==> src/rtl/inst_loader.sv <==
// Program loader: assembles big-endian bytes from a serial stream into 32-bit
// instruction words, writes them to instruction memory, and releases the PC on HALT.
module inst_loader #(
    parameter int ADDR_BITS  = 32,
    parameter int DATA_WIDTH = 32,
    parameter int MEM_WORDS  = 256
) (
    input  logic                  clk,
    input  logic                  reset,
    input  logic                  start,
    input  logic [7:0]            rx_data,
    input  logic                  rx_valid,
    output logic                  wr_en,
    output logic [ADDR_BITS-1:0]  wr_addr,
    output logic [DATA_WIDTH-1:0] wr_data,
    output logic                  pc_reset,
    output logic                  pc_enable,
    output logic                  done,
    output logic                  error
);

    typedef enum logic [1:0] {
        IDLE  = 2'd0,
        LOAD  = 2'd1,
        RUN   = 2'd2,
        ERROR = 2'd3
    } state_t;

    localparam logic [ADDR_BITS-1:0]  LAST_IDX = ADDR_BITS'(MEM_WORDS - 1);
    localparam logic [ADDR_BITS-1:0]  IDX_ONE  = {{(ADDR_BITS-1){1'b0}}, 1'b1};
    localparam logic [DATA_WIDTH-1:0] HALT     = {DATA_WIDTH{1'b1}};

    state_t                  state_reg, state_next;
    logic [DATA_WIDTH-1:0]   asm_reg, asm_next;
    logic [1:0]              cnt_reg, cnt_next;
    logic [ADDR_BITS-1:0]    idx_reg, idx_next;
    logic                    wr_en_reg, wr_en_next;
    logic [DATA_WIDTH-1:0]   wr_data_reg, wr_data_next;
    logic                    pc_reset_reg, pc_reset_next;
    logic                    pc_enable_reg, pc_enable_next;
    logic                    done_reg, done_next;
    logic                    error_reg, error_next;
    logic [DATA_WIDTH-1:0]   shifted;

    assign shifted = {asm_reg[DATA_WIDTH-9:0], rx_data};

    always_comb begin
        state_next   = state_reg;
        asm_next     = asm_reg;
        cnt_next     = cnt_reg;
        idx_next     = idx_reg;
        wr_en_next   = 1'b0;
        wr_data_next = wr_data_reg;

        case (state_reg)
            IDLE, RUN, ERROR: begin
                if (start) begin
                    state_next = LOAD;
                    asm_next   = '0;
                    cnt_next   = 2'd0;
                    idx_next   = '0;
                end
            end
            LOAD: begin
                // A byte arriving during the write cycle starts the next word.
                if (rx_valid) begin
                    asm_next = shifted;
                    cnt_next = cnt_reg + 2'd1;
                    if (cnt_reg == 2'd3) begin
                        wr_en_next   = 1'b1;
                        wr_data_next = shifted;
                    end
                end
                if (wr_en_reg) begin
                    idx_next = idx_reg + IDX_ONE;
                    if (wr_data_reg == HALT) begin
                        state_next = RUN;
                    end else if (idx_reg == LAST_IDX) begin
                        state_next = ERROR;
                    end
                end
            end
            default: state_next = IDLE;
        endcase

        pc_reset_next  = (state_next != RUN);
        pc_enable_next = (state_next == RUN);
        done_next      = (state_next == RUN);
        error_next     = (state_next == ERROR);
    end

    always_ff @(posedge clk) begin
        if (reset) begin
            state_reg     <= IDLE;
            asm_reg       <= '0;
            cnt_reg       <= 2'd0;
            idx_reg       <= '0;
            wr_en_reg     <= 1'b0;
            wr_data_reg   <= '0;
            pc_reset_reg  <= 1'b1;
            pc_enable_reg <= 1'b0;
            done_reg      <= 1'b0;
            error_reg     <= 1'b0;
        end else begin
            state_reg     <= state_next;
            asm_reg       <= asm_next;
            cnt_reg       <= cnt_next;
            idx_reg       <= idx_next;
            wr_en_reg     <= wr_en_next;
            wr_data_reg   <= wr_data_next;
            pc_reset_reg  <= pc_reset_next;
            pc_enable_reg <= pc_enable_next;
            done_reg      <= done_next;
            error_reg     <= error_next;
        end
    end

    assign wr_en     = wr_en_reg;
    assign wr_addr   = idx_reg;
    assign wr_data   = wr_data_reg;
    assign pc_reset  = pc_reset_reg;
    assign pc_enable = pc_enable_reg;
    assign done      = done_reg;
    assign error     = error_reg;

endmodule

==> config.mk <==
export PLATFORM = sky130hd
export DESIGN_NAME = inst_loader
export DESIGN_NICKNAME = d
export VERILOG_FILES = /design/src/rtl/inst_loader.sv
export SDC_FILE = /design/constraint.sdc
export NUM_CORES = 1
export LEC_CHECK = 0
export BUFFER_PORTS_ARGS = -buffer_cell sky130_fd_sc_hd__clkbuf_2
export CAP_MARGIN = 20
export CORE_AREA = 2 2 85 87
export DETAILED_ROUTE_END_ITERATION = 10
export DIE_AREA = 0 0 87 89
export PLACE_DENSITY = 0.87
export RECOVER_POWER = 100
export SYNTH_ARGS = -nofsm -noshare
export SYNTH_HDL_FRONTEND = slang
export SYNTH_SLANG_ARGS = --single-unit
==> constraint.sdc <==
create_clock -name clk -period 4.7 [get_ports clk]
set_input_delay 0.705 -clock clk [delete_from_list [all_inputs] [get_ports clk]]
set_output_delay 0.705 -clock clk [all_outputs]
set_load 0.05 [all_outputs]
==> results <==
- The tree is rooted in a sky130_fd_sc_hd__clkbuf_8.
- The average instance in the mapped netlist occupies 8.565 um^2.
- On the worst path, the slowest cell contributes a delay of 1020 ps.
- The share of the clock period used by the worst path is 0.5810.
- For this design the ratio of total power to cell area is 334.9 nW/um^2.
- Yosys attributes the largest share of cell area to sky130_fd_sc_hd__dfxtp_1, sky130_fd_sc_hd__nand2_1, sky130_fd_sc_hd__a21oi_1, sky130_fd_sc_hd__a22oi_1, sky130_fd_sc_hd__nor2_1.
- In the final layout, the share of cells above drive strength 1 is 0.06202.
- The sum of net half-perimeters after detailed placement is 5869 um.
- Routability-driven placement finished with a final weighted congestion of 0.8742.
- For this run, asynchronously set or reset flops after synthesis account for 0.
- Setup repair after global routing left no endpoint under its margin.
- For this design, the slowest cell found on the critical path is sky130_fd_sc_hd__clkbuf_1.
- Headroom to the max-slew limit came out at 0.09674.
- The number of nets with antenna violations after routing is 0.
- The floorplan step set the die width to 87 um.
- The endpoint of the worst register-to-register path is wr_data[16]$_SDFFE_PP0P_.
- The CTS tree is yes.
- Summing every instance area after synthesis gives 3829 um^2.
- The average detailed-routed wire length per instance is 15.15 um.
- The origin of the worst min-delay path is asm_reg[16]$_SDFFE_PP0P_.
- The clock buffer count from CTS is 9.
- The final worst slack is 1969 ps.
- From synthesis to final layout, the design area changed by 13.33%.
- The number of clock sinks seen by CTS is 96.
- After clock tree synthesis, the setup repair step added 0 buffers.
- The final route contains 3458 vias.
- Prior to clock tree synthesis, the placed netlist has a worst setup slack of 1607 ps.
- Pin placement for this block handled 81 I/O pins.
- The final number of hold-violating endpoints is 0.
- The flow ran to the end, and the final reports show no timing, DRC or antenna violations.
- Setup total negative slack on the finished layout was measured at 0 ps.
- Synthesis produced 447 cells.
- For the pin with the worst max-slew slack, the measured transition is 1355 ps.
- The share of synthesized area in the top cell type comes to 0.5020.
- The critical path goes through inv_1 > and3_1 > nand2_1 > clkbuf_1 > nand2_1 > a21oi_1.
- The first detailed-routing pass took 5 iterations.
- The number of stages on the worst hold path is 2.
- The most frequently used flop master after synthesis is sky130_fd_sc_hd__dfxtp_1.
- The total congestion overflow after global routing is 0.
- The total wire length after detailed routing is 9030 um.
- Between clock sinks in the finished design, the worst skew comes to 9.511 ps.
- The number of port buffers is 80.
- The kind of critical path is reg2reg.
- The most area-hungry cell type in the Yosys netlist is sky130_fd_sc_hd__dfxtp_1.
- The net count after synthesis is 461.
- Counting instances in the post-synthesis netlist gives the leading cell types as sky130_fd_sc_hd__dfxtp_1, sky130_fd_sc_hd__nand2_1, sky130_fd_sc_hd__a21oi_1, sky130_fd_sc_hd__nor2_1, sky130_fd_sc_hd__a22oi_1.
- The first global-routing pass estimated 14500 um of wire.
- Counting stages on the worst path, the most repeated cell is sky130_fd_sc_hd__nand2_1.
- The end of the worst hold path is wr_data[24]$_SDFFE_PP0P_.
- No sink is reached through more buffers than the 2 on the longest clock path.
- The total count of max-transition violations in the final report was 0.
- The most repeated cell in the gate-level netlist after synthesis is sky130_fd_sc_hd__dfxtp_1.
- The final critical-path required period is 2731 ps.
- The detailed router's first-iteration violation count is 180.
- Setup violations remaining at the end of the flow were counted as 0.
- 0 antenna diodes ended up in the layout.
- The clock-pin slew on the worst setup and hold paths is 90 ps.
- For this run, the number of Yosys warnings is 0.
- The die covers 7743 um^2.
- The final routed DRC violation total is 0.
- The distinct cell type count of the synthesized netlist is 38.
- The part of the Yosys area used for sequential elements is 0.5020.
- The count of instances resized after the clock tree is built is 0.
- Counting the fill cells in the layout gives 603.
- The count of standard-cell rows is 30.
- The clock latency reported for the late side of the worst-skew pair is 350 ps.
- The worst-case vdd ir drop is 0.2132 mV.
- The worst min-delay path class is reg2reg.
- The net count of the finished layout is 525.
- The number of global-route vias before repair came to 3138.
- The required time of the worst setup path is 4980 ps.
- The worst setup path is captured at a register.
- The path depth of the worst reg2reg path is 6.
- In this run, synthesis produced a sequential element count of 96.
- The maximum number of pins on one net before global-route repair is 65.
- In this run the worst path has a maximum fanout of 32.
- The maximum level of the CTS H-tree is 3.
- The multi-input combinational cell area is 1714 um^2.
- The floorplan step set the die height to 89 um.
- For this run, the total global-route usage over all layers was measured as 0.2322.
- The sequential cells in the finished layout cover a total of 1922 um^2.
- Using the TritonRoute via totals, the vias-per-cell ratio works out to 5.802.
- In this run, post-CTS hold repair placed 0 buffers.
- The area of the placeable core is 6719 um^2.
- The startpoint type of the worst setup path is a register.
- Setup slack on the worst reg-to-reg path comes out at 1970 ps.
- The number of maximum-capacitance constraint violations is 0.
- The number of antenna violations at the first check in global routing is 0.
- Counting flops with a built-in enable in the synthesized netlist gives 0.
- Derived from the worst setup path, the maximum achievable clock frequency is 0.3662 GHz.
- The initial utilization of the core area, before any placement, comes to 0.5698.
- For this design the static power due to leakage is 1.426 nW.
- For the worst setup path, the data arrival time is 3010 ps.
[logic make-up (layout without fill, tap and decap cells)]
kind of cell,Yosys count,in the layout,share of synthesized area
simple gates,198,198,0.2562
flops,96,96,0.5020
compound gates,95,95,0.1464
buf+inv,37,106,0.04477
xor+xnor,17,17,0.03889
fa+ha+maj,2,2,0.006535
mux,2,2,0.005229
[report_power, final]
group / internal (mW) / switching (mW)
logic: 0.0111 / 0.0352
registers: 0.817 / 0.00351
clock network: 0.297 / 0.290
[worst max-delay path by stage]
| stage | from | to | depth (start not counted) |
|---|---|---|---|
| 3_3_place_gp | rx_valid | wr_data[5]$_SDFFE_PP0P_ | 5 |
| 2_1_floorplan | wr_addr[0]$_SDFFE_PP0P_ | pc_reset$_SDFF_PP1_ | 7 |
| 4_1_cts | register | wr_data[2]$_SDFFE_PP0P_ | 5 |
| 3_5_place_dp | rx_valid | wr_data[2]$_SDFFE_PP0P_ | 5 |
| 5_1_grt | register | asm_reg[10]$_SDFFE_PP0P_ | 6 |
| 6_report | register | wr_data[16]$_SDFFE_PP0P_ | 6 |
[layout make-up]
| class | count | area share |
|---|---|---|
| sequential | 96 | 0.4429 |
| tap | 80 | 0.02307 |
| inverter | 6 | 0.005190 |
| clock buffer | 12 | 0.03806 |
| timing repair buffer | 84 | 0.08218 |
| clock inverter | 4 | 0.01355 |
| multi-input combinational | 314 | 0.3950 |
[metal layers]
metal | GRT usage | up-vias | wire length (um)
li1 | - | 1694 | -
met1 | 0.2991 | 1645 | 3887
met2 | 0.3983 | 101 | 4475
met3 | 0.03509 | 18 | 485
met4 | 0.08239 | 0 | 181
met5 | 0 | - | 0
[placed cells by master (no fill, tap or decap), types with 2 or more instances in the layout]
master and n:
sky130_fd_sc_hd__xnor2_1 8, sky130_fd_sc_hd__nand4_1 19, sky130_fd_sc_hd__nor2_1 48, sky130_fd_sc_hd__dfxtp_1 96, sky130_fd_sc_hd__nand2_1 77, sky130_fd_sc_hd__and4_1 3, sky130_fd_sc_hd__o31ai_1 2, sky130_fd_sc_hd__a22oi_1 26
sky130_fd_sc_hd__clkbuf_2 11, sky130_fd_sc_hd__or4_1 2, sky130_fd_sc_hd__clkbuf_1 71, sky130_fd_sc_hd__clkbuf_8 12, sky130_fd_sc_hd__o21ai_0 11, sky130_fd_sc_hd__nor3_1 2, sky130_fd_sc_hd__ha_1 2, sky130_fd_sc_hd__and2_1 3
sky130_fd_sc_hd__and3_1 3, sky130_fd_sc_hd__mux2i_1 2, sky130_fd_sc_hd__a21oi_1 50, sky130_fd_sc_hd__xor2_1 9, sky130_fd_sc_hd__or3_1 12, sky130_fd_sc_hd__inv_1 6, sky130_fd_sc_hd__nor4_1 11, sky130_fd_sc_hd__nand3_1 8
sky130_fd_sc_hd__a21o_1 2, sky130_fd_sc_hd__nor4b_1 2
[metrics by stage]
step	std cells	hold WS [ps]	area, um^2	utilization	power (mW)
after global routing	596	491.8	4339	0.6458	1.495
after CTS	593	463.0	4415	0.6572	1.461
after floorplan	447	431.6	3829	-	0.8732
after global placement	577	447.9	4192	0.6238	0.8838
final	596	469.8	4339	0.6458	1.453
after detailed placement	577	449.8	4192	0.6238	0.8850
[critical path: cells and delay by family, from the launching register on]
kind	cells	cell delay [ps]
AO/OA/AOI/OAI	1	200
flip-flops	1	370
AND/OR/NAND/NOR	3	970
buffers and inverters	2	1130
Note: power is estimated with default switching activity, not from simulation.
